**src/rtl/ram_arb_pkg.sv**
```systemverilog
// Shared types and constants for the RAM port arbiter.
// Holds the FSM state encoding, transaction-type codes and the timeout read pattern.
package ram_arb_pkg;

  typedef enum logic [1:0] {
    ST_IDLE = 2'd0,
    ST_WAIT = 2'd1
  } state_t;

  localparam logic TT_READ  = 1'b0;
  localparam logic TT_WRITE = 1'b1;

  localparam logic [31:0] TIMEOUT_RDATA = 32'hDEADBEEF;

  // Index width that stays legal for a single requester.
  function automatic int idx_w(input int n);
    return (n > 1) ? $clog2(n) : 1;
  endfunction

endpackage

```
**src/rtl/ram_port_arbiter_rr_grant_sel.sv**
```systemverilog
// Combinational round-robin picker: returns the first pending index after rr_ptr_i,
// wrapping modulo NUM_REQ, so the last granted requester has the lowest priority.
module rr_grant_sel
  import ram_arb_pkg::*;
#(
  parameter int NUM_REQ = 2,
  parameter int IDX_W   = 1
) (
  input  logic [NUM_REQ-1:0] pend_i,
  input  logic [IDX_W-1:0]   rr_ptr_i,
  output logic [IDX_W-1:0]   grant_o,
  output logic               any_pending_o
);

  // Scan from farthest to nearest so the nearest pending index is assigned last.
  always_comb begin
    grant_o       = '0;
    any_pending_o = 1'b0;
    for (int k = NUM_REQ; k >= 1; k--) begin
      if (pend_i[(int'(rr_ptr_i) + k) % NUM_REQ]) begin
        grant_o       = IDX_W'((int'(rr_ptr_i) + k) % NUM_REQ);
        any_pending_o = 1'b1;
      end
    end
  end

endmodule

```
**src/rtl/ram_port_arbiter.sv**
```systemverilog
// Shares one pulse-request/pulse-ack RAM port between NUM_REQ requesters, round-robin.
// Optional ack watchdog enabled by defining RAM_ARB_TIMEOUT_EN.
module ram_port_arbiter
  import ram_arb_pkg::*;
#(
  parameter int NUM_REQ        = 2,
  parameter int ADDR_W         = 32,
  parameter int DATA_W         = 32,
  parameter int TIMEOUT_CYCLES = 255
) (
  input  logic                      clk,
  input  logic                      reset,
  input  logic [NUM_REQ-1:0]        req_read,
  input  logic [NUM_REQ-1:0]        req_write,
  input  logic [NUM_REQ*ADDR_W-1:0] req_addr,
  input  logic [NUM_REQ*DATA_W-1:0] req_wdata,
  output logic [NUM_REQ-1:0]        req_read_ack,
  output logic [NUM_REQ-1:0]        req_write_ack,
  output logic [DATA_W-1:0]         req_rdata,
  output logic [ADDR_W-1:0]         ram_address,
  output logic [DATA_W-1:0]         ram_out,
  output logic                      ram_read_req,
  output logic                      ram_write_req,
  input  logic [DATA_W-1:0]         ram_in,
  input  logic                      ram_read_ack,
  input  logic                      ram_write_ack,
  output logic                      protocol_err,
  output logic                      timeout_err
);

  localparam int IDX_W = idx_w(NUM_REQ);

  state_t              state_q, state_d;
  logic [IDX_W-1:0]    grant_q, grant_d;
  logic [IDX_W-1:0]    rr_ptr_q, rr_ptr_d;
  logic                tt_q, tt_d;
  logic [ADDR_W-1:0]   ram_address_q, ram_address_d;
  logic [DATA_W-1:0]   ram_out_q, ram_out_d;
  logic                ram_read_req_q, ram_read_req_d;
  logic                ram_write_req_q, ram_write_req_d;
  logic [NUM_REQ-1:0]  req_read_ack_q, req_read_ack_d;
  logic [NUM_REQ-1:0]  req_write_ack_q, req_write_ack_d;
  logic [DATA_W-1:0]   req_rdata_q, req_rdata_d;
  logic [NUM_REQ-1:0]  pend_rd_q, pend_rd_d;
  logic [NUM_REQ-1:0]  pend_wr_q, pend_wr_d;
  logic                protocol_err_q, protocol_err_d;
  logic [ADDR_W-1:0]   addr_lat_q  [NUM_REQ];
  logic [DATA_W-1:0]   wdata_lat_q [NUM_REQ];

  logic [NUM_REQ-1:0]  accept;
  logic [NUM_REQ-1:0]  proto_hit;
  logic [NUM_REQ-1:0]  clr;
  logic [NUM_REQ-1:0]  grant_onehot;
  logic [IDX_W-1:0]    sel;
  logic                any_pend;
  logic                done;

  rr_grant_sel #(
    .NUM_REQ (NUM_REQ),
    .IDX_W   (IDX_W)
  ) u_sel (
    .pend_i        (pend_rd_q | pend_wr_q),
    .rr_ptr_i      (rr_ptr_q),
    .grant_o       (sel),
    .any_pending_o (any_pend)
  );

  assign grant_onehot = NUM_REQ'(1) << grant_q;
  assign clr          = done ? grant_onehot : '0;

  // A requester being cleared this cycle may re-arm in the same cycle.
  for (genvar gi = 0; gi < NUM_REQ; gi++) begin : g_req
    assign accept[gi]    = (req_read[gi] | req_write[gi]) &
                           (~(pend_rd_q[gi] | pend_wr_q[gi]) | clr[gi]);
    assign proto_hit[gi] = req_read[gi] & req_write[gi];
    assign pend_wr_d[gi] = accept[gi] ? req_write[gi] : (pend_wr_q[gi] & ~clr[gi]);
    assign pend_rd_d[gi] = accept[gi] ? (req_read[gi] & ~req_write[gi])
                                      : (pend_rd_q[gi] & ~clr[gi]);

    always_ff @(posedge clk or posedge reset) begin
      if (reset) begin
        addr_lat_q[gi]  <= '0;
        wdata_lat_q[gi] <= '0;
      end else if (accept[gi]) begin
        addr_lat_q[gi]  <= req_addr[gi*ADDR_W +: ADDR_W];
        wdata_lat_q[gi] <= req_wdata[gi*DATA_W +: DATA_W];
      end
    end
  end

  assign protocol_err_d = protocol_err_q | (|proto_hit);

`ifdef RAM_ARB_TIMEOUT_EN
  localparam int WD_W = $clog2(TIMEOUT_CYCLES + 1);
  logic [WD_W-1:0] wd_cnt_q, wd_cnt_d;
  logic            timeout_err_q, timeout_err_d;
`endif

  always_comb begin
    state_d         = state_q;
    grant_d         = grant_q;
    rr_ptr_d        = rr_ptr_q;
    tt_d            = tt_q;
    ram_address_d   = ram_address_q;
    ram_out_d       = ram_out_q;
    ram_read_req_d  = 1'b0;
    ram_write_req_d = 1'b0;
    req_read_ack_d  = '0;
    req_write_ack_d = '0;
    req_rdata_d     = req_rdata_q;
    done            = 1'b0;
`ifdef RAM_ARB_TIMEOUT_EN
    wd_cnt_d        = wd_cnt_q;
    timeout_err_d   = timeout_err_q;
`endif
    case (state_q)
      ST_IDLE: begin
        if (any_pend) begin
          grant_d         = sel;
          rr_ptr_d        = sel;
          tt_d            = pend_wr_q[sel] ? TT_WRITE : TT_READ;
          ram_address_d   = addr_lat_q[sel];
          ram_out_d       = wdata_lat_q[sel];
          ram_read_req_d  = ~pend_wr_q[sel];
          ram_write_req_d = pend_wr_q[sel];
          state_d         = ST_WAIT;
`ifdef RAM_ARB_TIMEOUT_EN
          wd_cnt_d        = '0;
`endif
        end
      end
      ST_WAIT: begin
        if ((tt_q == TT_READ) && ram_read_ack) begin
          done        = 1'b1;
          req_rdata_d = ram_in;
        end else if ((tt_q == TT_WRITE) && ram_write_ack) begin
          done = 1'b1;
`ifdef RAM_ARB_TIMEOUT_EN
        end else if (wd_cnt_q == WD_W'(TIMEOUT_CYCLES - 1)) begin
          done          = 1'b1;
          timeout_err_d = 1'b1;
          if (tt_q == TT_READ) req_rdata_d = DATA_W'(TIMEOUT_RDATA);
        end else begin
          wd_cnt_d = wd_cnt_q + 1'b1;
`endif
        end
        if (done) begin
          req_read_ack_d  = (tt_q == TT_READ)  ? grant_onehot : '0;
          req_write_ack_d = (tt_q == TT_WRITE) ? grant_onehot : '0;
          state_d         = ST_IDLE;
        end
      end
      default: state_d = ST_IDLE;
    endcase
  end

  always_ff @(posedge clk or posedge reset) begin
    if (reset) begin
      state_q         <= ST_IDLE;
      grant_q         <= '0;
      rr_ptr_q        <= IDX_W'(NUM_REQ - 1);
      tt_q            <= TT_READ;
      ram_address_q   <= '0;
      ram_out_q       <= '0;
      ram_read_req_q  <= 1'b0;
      ram_write_req_q <= 1'b0;
      req_read_ack_q  <= '0;
      req_write_ack_q <= '0;
      req_rdata_q     <= '0;
      pend_rd_q       <= '0;
      pend_wr_q       <= '0;
      protocol_err_q  <= 1'b0;
    end else begin
      state_q         <= state_d;
      grant_q         <= grant_d;
      rr_ptr_q        <= rr_ptr_d;
      tt_q            <= tt_d;
      ram_address_q   <= ram_address_d;
      ram_out_q       <= ram_out_d;
      ram_read_req_q  <= ram_read_req_d;
      ram_write_req_q <= ram_write_req_d;
      req_read_ack_q  <= req_read_ack_d;
      req_write_ack_q <= req_write_ack_d;
      req_rdata_q     <= req_rdata_d;
      pend_rd_q       <= pend_rd_d;
      pend_wr_q       <= pend_wr_d;
      protocol_err_q  <= protocol_err_d;
    end
  end

`ifdef RAM_ARB_TIMEOUT_EN
  always_ff @(posedge clk or posedge reset) begin
    if (reset) begin
      wd_cnt_q      <= '0;
      timeout_err_q <= 1'b0;
    end else begin
      wd_cnt_q      <= wd_cnt_d;
      timeout_err_q <= timeout_err_d;
    end
  end
  assign timeout_err = timeout_err_q;
`else
  assign timeout_err = 1'b0;
`endif

  assign req_read_ack  = req_read_ack_q;
  assign req_write_ack = req_write_ack_q;
  assign req_rdata     = req_rdata_q;
  assign ram_address   = ram_address_q;
  assign ram_out       = ram_out_q;
  assign ram_read_req  = ram_read_req_q;
  assign ram_write_req = ram_write_req_q;
  assign protocol_err  = protocol_err_q;

endmodule

```
**config.mk**
```make
export PLATFORM = sky130hd
export DESIGN_NAME = ram_port_arbiter
export DESIGN_NICKNAME = d
export VERILOG_FILES = /design/src/rtl/ram_arb_pkg.sv /design/src/rtl/ram_port_arbiter_rr_grant_sel.sv /design/src/rtl/ram_port_arbiter.sv
export SDC_FILE = /design/constraint.sdc
export NUM_CORES = 1
export LEC_CHECK = 0
export BUFFER_PORTS_ARGS = -buffer_cell sky130_fd_sc_hd__clkbuf_2
export CORE_ASPECT_RATIO = 0.7
export CORE_MARGIN = 5
export CORE_UTILIZATION = 40
export CTS_BUF_LIST = sky130_fd_sc_hd__clkbuf_16
export CTS_CLUSTER_SIZE = 10
export DETAILED_ROUTE_END_ITERATION = 8
export GPL_TIMING_DRIVEN = 1
export SYNTH_ARGS = -nofsm -noshare
export SYNTH_HDL_FRONTEND = slang
export SYNTH_SLANG_ARGS = --single-unit
```
**constraint.sdc**
```tcl
create_clock -name clk -period 8.5 [get_ports clk]
set_input_delay 0 -clock clk [delete_from_list [all_inputs] [get_ports clk]]
set_output_delay 0 -clock clk [all_outputs]
set_load 0.02 [all_outputs]
```
# Word-level counts from Yosys, hierarchy flattened
# Cells that the tools add are included.
# totals
output_inout_bits	104
input_bits	168
register_bits	240
word_cells	105
# classes
n_eq_ne	3
reduce_logical	7
n_addsub	2
order_cmp	4
shifts	1
bitwise_logic	29
muxes	41
# op_table
op	count
32-bit 2-to-1 mux	6
1-bit 2-to-1 mux	25
2-bit 2-to-1 mux	9
1-bit bitwise AND	10
1-bit NOT	8
1-bit bitwise OR	7
2-bit by 3-bit < comparator with 1-bit output (second input constant)	2
2-bit AND reduction	3
2-bit != test (second input constant)	2
2-bit case mux with 2 select lines	1
1-bit adder (second input constant)	2
1-bit bitwise AND (first input constant)	2
2-bit by 1-bit equality test with 1-bit output (second input constant)	1
2-bit >= comparator (second input constant)	1
1-bit logical AND	2
2-bit logical NOT	1
1-bit by 2-bit < comparator with 1-bit output (second input constant)	1
1-bit NOT with 2-bit output	1
2-bit bitwise OR	1
2-bit OR reduction	1
1-bit by 1-bit left shift with 2-bit output (first input constant)	1

# Longest topological paths before layout
# logic_depth
ltp_word	12
ltp_mapped	7
ltp_nobuf	4

# By module
# A second synthesis with hierarchy kept.
# unflattened
hier_cells	941
hier_area_um2	10606.4
# modules_own_cells
module	seq_area_each_um2	n_inst	cells_each	area_each_um2
ram_port_arbiter	5982.0	1	939	10592.7
rr_grant_sel	0.0	1	2	13.8

# Worst setup path before layout
# Ideal clock, no wire load.
# synth_timing
path_kind	register to register
startpoint	register tt_q
endpoint	register addr_lat_q[0] (netlist name)
t_arrival_ns	1.612
setup_ns	0.125
path_slack_ns	6.763
synth_period_minus_slack_ns	1.737
t_required_ns	8.375
n_path_buf	1
path_stages_with_launch	6
path_cell_list	dfrtp_1 -> mux2_4 -> nand3_4 -> a21oi_4 -> buf_8 -> mux2_4
# synth_between
elab_chain_cells	8
elab_cells_between_ends	10
cone_classes	5 x mux; 3 x bitwise; 2 x reduce/logical
# synth_lines
element	line	rtl
start: declaration	ram_port_arbiter.sv:36	logic tt_q, tt_d;
start signal: assignment	ram_port_arbiter.sv:177	tt_q <= tt_d;
1-bit logical AND / 1-bit NOT (equally long branches)	n/a	
1-bit 2-to-1 mux / 1-bit logical AND (equally long branches)	ram_port_arbiter.sv:136, ram_port_arbiter.sv:133	
1-bit 2-to-1 mux (*)	ram_port_arbiter.sv:133	if ((tt_q == TT_READ) && ram_read_ack) begin
1-bit 2-to-1 mux (*) (2 in series)	ram_port_arbiter.sv:116	case (state_q)
2-bit 2-to-1 mux (*)	ram_port_arbiter.sv:69	assign clr = done ? grant_onehot : '0;
1-bit bitwise OR (*)	ram_port_arbiter.sv:74	(~(pend_rd_q[gi] | pend_wr_q[gi]) | clr[gi]);
1-bit bitwise AND (*)	ram_port_arbiter.sv:73	assign accept[gi] = (req_read[gi] | req_write[gi]) &
end signal: indexed assignment	ram_port_arbiter.sv:85	addr_lat_q[gi] <= req_addr[gi*ADDR_W +: ADDR_W];
end: declaration	ram_port_arbiter.sv:47	logic [ADDR_W-1:0] addr_lat_q [NUM_REQ];
# Mark *: on every way between the ends. The rest lies on a longest branch, timed or not. The select of a mux whose other input is x is not followed.
# A chain may end at the register's enable or synchronous reset.

# Worst setup path after layout
# layout_timing
startpoint	register pend_wr_q[0]
endpoint	register ram_out_q[17], in the netlist ram_out[17]
# layout_between
elab_chain_cells	10
elab_cells_between_ends	16
cone_classes	13 x mux; 2 x bitwise; 1 x reduce/logical
# layout_lines
element	line	rtl
start: declaration	ram_port_arbiter.sv:45	logic [NUM_REQ-1:0] pend_wr_q, pend_wr_d;
start signal: assignment	ram_port_arbiter.sv:186	pend_wr_q <= pend_wr_d;
2-bit bitwise OR (*)	ram_port_arbiter.sv:62	.pend_i (pend_rd_q | pend_wr_q),
1-bit 2-to-1 mux (not written as such) (3 in series)	ram_port_arbiter_rr_grant_sel.sv:20	if (pend_i[(int'(rr_ptr_i) + k) % NUM_REQ]) begin
1-bit 2-to-1 mux (2 in series)	ram_port_arbiter_rr_grant_sel.sv:20	
1-bit NOT with 2-bit output (not written as such)	ram_port_arbiter.sv:123	ram_out_d = wdata_lat_q[sel];
32-bit 2-to-1 mux (not written as such) (3 in series)	ram_port_arbiter.sv:123	
end signal: assignment	ram_port_arbiter.sv:179	ram_out_q <= ram_out_d;
end: declaration	ram_port_arbiter.sv:38	logic [DATA_W-1:0] ram_out_q, ram_out_d;
# Marks and branches as above.

==> results by group <==
Run status
  • Outcome: finished, final reports clean

Global routing
  • Total track usage: a little under a fifth
  • First-pass GRT wire length: between 40000 and 50000 um
  • Pin count of the biggest net entering global routing: 98
  • Grt ovf: 0
  • Via count of the first global-routing pass: 8077
  • Antenna violations before repair: 1

Timing
  • Worst-Margin Slew: ~1000 ps
  • Final hold violations: 0
  • Slew Limit Headroom: 32.8%
  • Max-slew violations: 0
  • Unrepaired setup endpoints after global routing: no
  • Final Skew: between 20 and 25 ps
  • Worst setup margin: about 6200 ps
  • Post-layout minimum cycle time: roughly 2300 ps
  • Final Cycle Share: ~27%
  • Setup-failing EPs final: 0
  • Final TNS setup: 0 ps
  • Fmax: around 0.43 GHz

Synthesis
  • Post-synthesis net count: about 900
  • Synth Instances: between 700 and 800
  • Xor and xnor area share after synthesis: 0%
  • Post-synthesis instance area: 0.00995 mm^2
  • Sequential fraction of the synthesis area: between 60 and 70%
  • Mean post-synth cell area: 13.3 um^2
  • Adder-Cell Fraction of Synth Area: 0%
  • Simple-gate share of the synthesized area: approximately 6%
  • Largest family of logic cells by synthesized area: multiplexers
  • Synth Warn #: 0
  • Library cells used by synthesis: 30
  • Compound-gate portion of the synthesized area: under 10%
  • Mux cell area share after synthesis: 22.8%
  • Post-synthesis register bit count: about 240

Setup path
  • Critical Path Source: pend_wr_q[0]
  • Worst Setup Start Kind: register
  • R2r startpoint: pend_wr_q[0]
  • WP data required: 8940 ps
  • CP max FO: 34
  • Reg2reg setup slack: just over 6000 ps
  • RR Endpoint: ram_out[17]
  • CP endpoint kind: register
  • Slowest stage delay, CP: between 600 and 700 ps
  • Critical path data arrival time: 2760 ps
  • Slowest-stage cell, CP: and2_2
  • Critical Path End: ram_out[17]
  • Most used cell, CP: a21oi_1
  • Setup CP Type: register to register
  • R2R depth: 5
  • Crit path cell chain: o21ai_0, and2_2, buf_4, a21oi_1, a21oi_1

Pwr
  • Pwr Total: about 5.6 mW
  • Power share of the clock group: 18.0%
  • PD cells: 399 mW/mm^2
  • Gate power share: around 45%
  • Sequential Power Share: 37.4%
  • Int Power: roughly 3.5 mW
  • Sw Ratio: a little under two fifths
  • Sw Pwr: between 2 and 2.5 mW
  • Peak supply drop: around 0.26 mV
  • Leak Pwr: around 6.8 nW

Floorplanning
  • IO Count: ~270
  • Num rows: 48
  • Die Width: roughly 200 um
  • Die area: around 0.028 mm^2
  • Initial Util: 40.5%
  • Core Area: 0.0246 mm^2
  • Die height: between 100 and 150 um

Routing
  • Routed WL per cell: about 18 um
  • Vias: ~7300
  • Routed Antenna Nets: 0
  • DRC Markers: 0
  • Post-Route WL: roughly 27000 um
  • Routed vias/inst: between 4 and 5
  • DRT iter0 DRCs: just under 400
  • 1st-pass router iterations: 4

Clock tree
  • CTS buffer count: 27
  • Clk slew on worst S/H paths: ~60 ps
  • Clk root buf: clkbuf_16
  • CTS sink cnt: between 200 and 250
  • TritonCTS clock tree: yes
  • H-tree depth: 1
  • CTS Buffer Depth: 3
  • Post-CTS Resized: 0
  • Later-pin clock latency in the skew report: about 540 ps
  • Setup bufs post-CTS: 0

Finish
  • Final non-filler cell total: between 1500 and 2000
  • Synthesis-to-layout area growth: 40.1%
  • Final core occ: between 50% and 60%
  • Layout cell share with drive strength beyond 1: 40.2%
  • Layout Nets: 1351

Run
  • MaxCap Viol Count: 0

Place
  • Port Buf Inserts: 270
  • Placed wire-length estimate: between 15000 and 20000 um
  • Setup WS pre-CTS: 6220 ps
  • Inst Count DP: 1310
  • GPL Wtd Cong: 0.744

Hold path
  • Min-Delay Path Class: input pin to asynchronous set/reset pin
-- registers in the layout, summed over array words and instances, names as in the netlist --
name	cells
tt_q	1
rr_ptr_q	1
pend_wr_q	2
req_rdata	32
req_read_ack	2
wdata_lat_q	64
addr_lat_q	64
req_write_ack	2
ram_write_req	1
pend_rd_q	2
ram_address	32
protocol_err	1
ram_out	32
state_q	1
grant_q	1
ram_read_req	1
-- metrics by stage --
| step | hold WS, ps | instance area, um^2 |
|---|---|---|
| finish | 171 | 13900 |
| global route | 219 | 13900 |
| detailed placement | 179 | 11500 |
| global placement | 179 | 11500 |
| CTS | 161 | 13900 |
| floorplan | 117 | 9950 |
-- cell usage in the layout, fill, tap and decap left out, types with 2 or more instances in the layout --
cell	count
a21o_1	2
a21oi_1	129
a21oi_4	2
a31oi_1	2
buf_4	11
clkbuf_16	27
clkbuf_2	270
dfrtp_1	238
dlygate4sd3_1	169
inv_1	17
mux2_2	40
mux2_4	121
nand2_1	70
nand2b_1	2
nor2_1	73
o21ai_0	6
-- per-layer routing --
metal / wire length (um) / up-vias / GRT usage [%]
met3: 1900 / 37 / 5.54
met2: 12400 / 207 / 31.0
li1: - / 3434 / -
met5: 0 / - / 0
met1: 12300 / 3652 / 26.3
met4: 471 / 0 / 3.49
-- kinds of logic after synthesis --
group | Yosys count
flops | 239
mux | 161
simple gates | 151
compound gates | 147
buf+inv | 51
other cells | 1
-- synthesized netlist by cell type, drive strengths merged --
cell / number / area share [%]
dfrtp: 238 / 60
dfstp: 1 / 0.26
or2: 1 / 0.063
buf: 30 / 2.4
a21oi: 131 / 6.7
nand2b: 2 / 0.13
nor2: 73 / 2.8
mux2: 161 / 23
a31oi: 2 / 0.13
a211o: 1 / 0.088
conb: 1 / 0.038
nand2: 71 / 2.7
nand3: 2 / 0.23
inv: 5 / 0.19
o21ai: 6 / 0.30
a22o: 1 / 0.088
a21o: 3 / 0.23
a221o: 1 / 0.10
nand3b: 1 / 0.075
a311oi: 1 / 0.088
and2: 1 / 0.063
clkbuf: 16 / 0.60
o31a: 1 / 0.088
-- worst max-delay path, delay by kind of cell (launching register included) --
| kind | cells | cell delay [ps] |
|---|---|---|
| buffers and inverters | 1 | 500 |
| and+or+nand+nor | 1 | 660 |
| DFF | 1 | 400 |
| AOI/OAI and AO/OA | 3 | 620 |
-- power by group through the flow --
stage / combinational, mW / clock [mW] / sequential (mW)
floorplan: 1.56 / 0 / 2.30
CTS: 2.50 / 1.03 / 2.07
finish: 2.48 / 0.997 / 2.08
global placement: 2.39 / 0 / 2.07
detailed placement: 2.43 / 0 / 2.08
global route: 2.69 / 1.07 / 2.15
-- cell type report --
cell class	count	area (um^2)
diodes	1	2.50
fillers	1991	10600
clock inverters	14	57.6
inverters	5	26.3
multi-input cells	460	3660
clock buffers	27	676
well taps	325	407
flip-flops and latches	239	5980
repair buffers	450	3130
-- how the worst min path moves through the flow --
stage	end	slack, ps	from	cells past startpoint
after floorplan	pend_wr_q[0]	120	req_write[0]	1
after global placement	wdata_lat_q[20]	180	reset	2
after detailed placement	wdata_lat_q[24]	180	reset	2
after CTS	ram_out[28]	160	reset	3
after global routing	addr_lat_q[47]	220	req_addr[15]	3
final	ram_out[20]	170	reset	3
-- timing repair --
action,CTS,global route
setup endpoints to repair,0,0
endpoints found under the hold margin,263,0
hold buffers,169,0
Power figures use the tool's default switching activity.
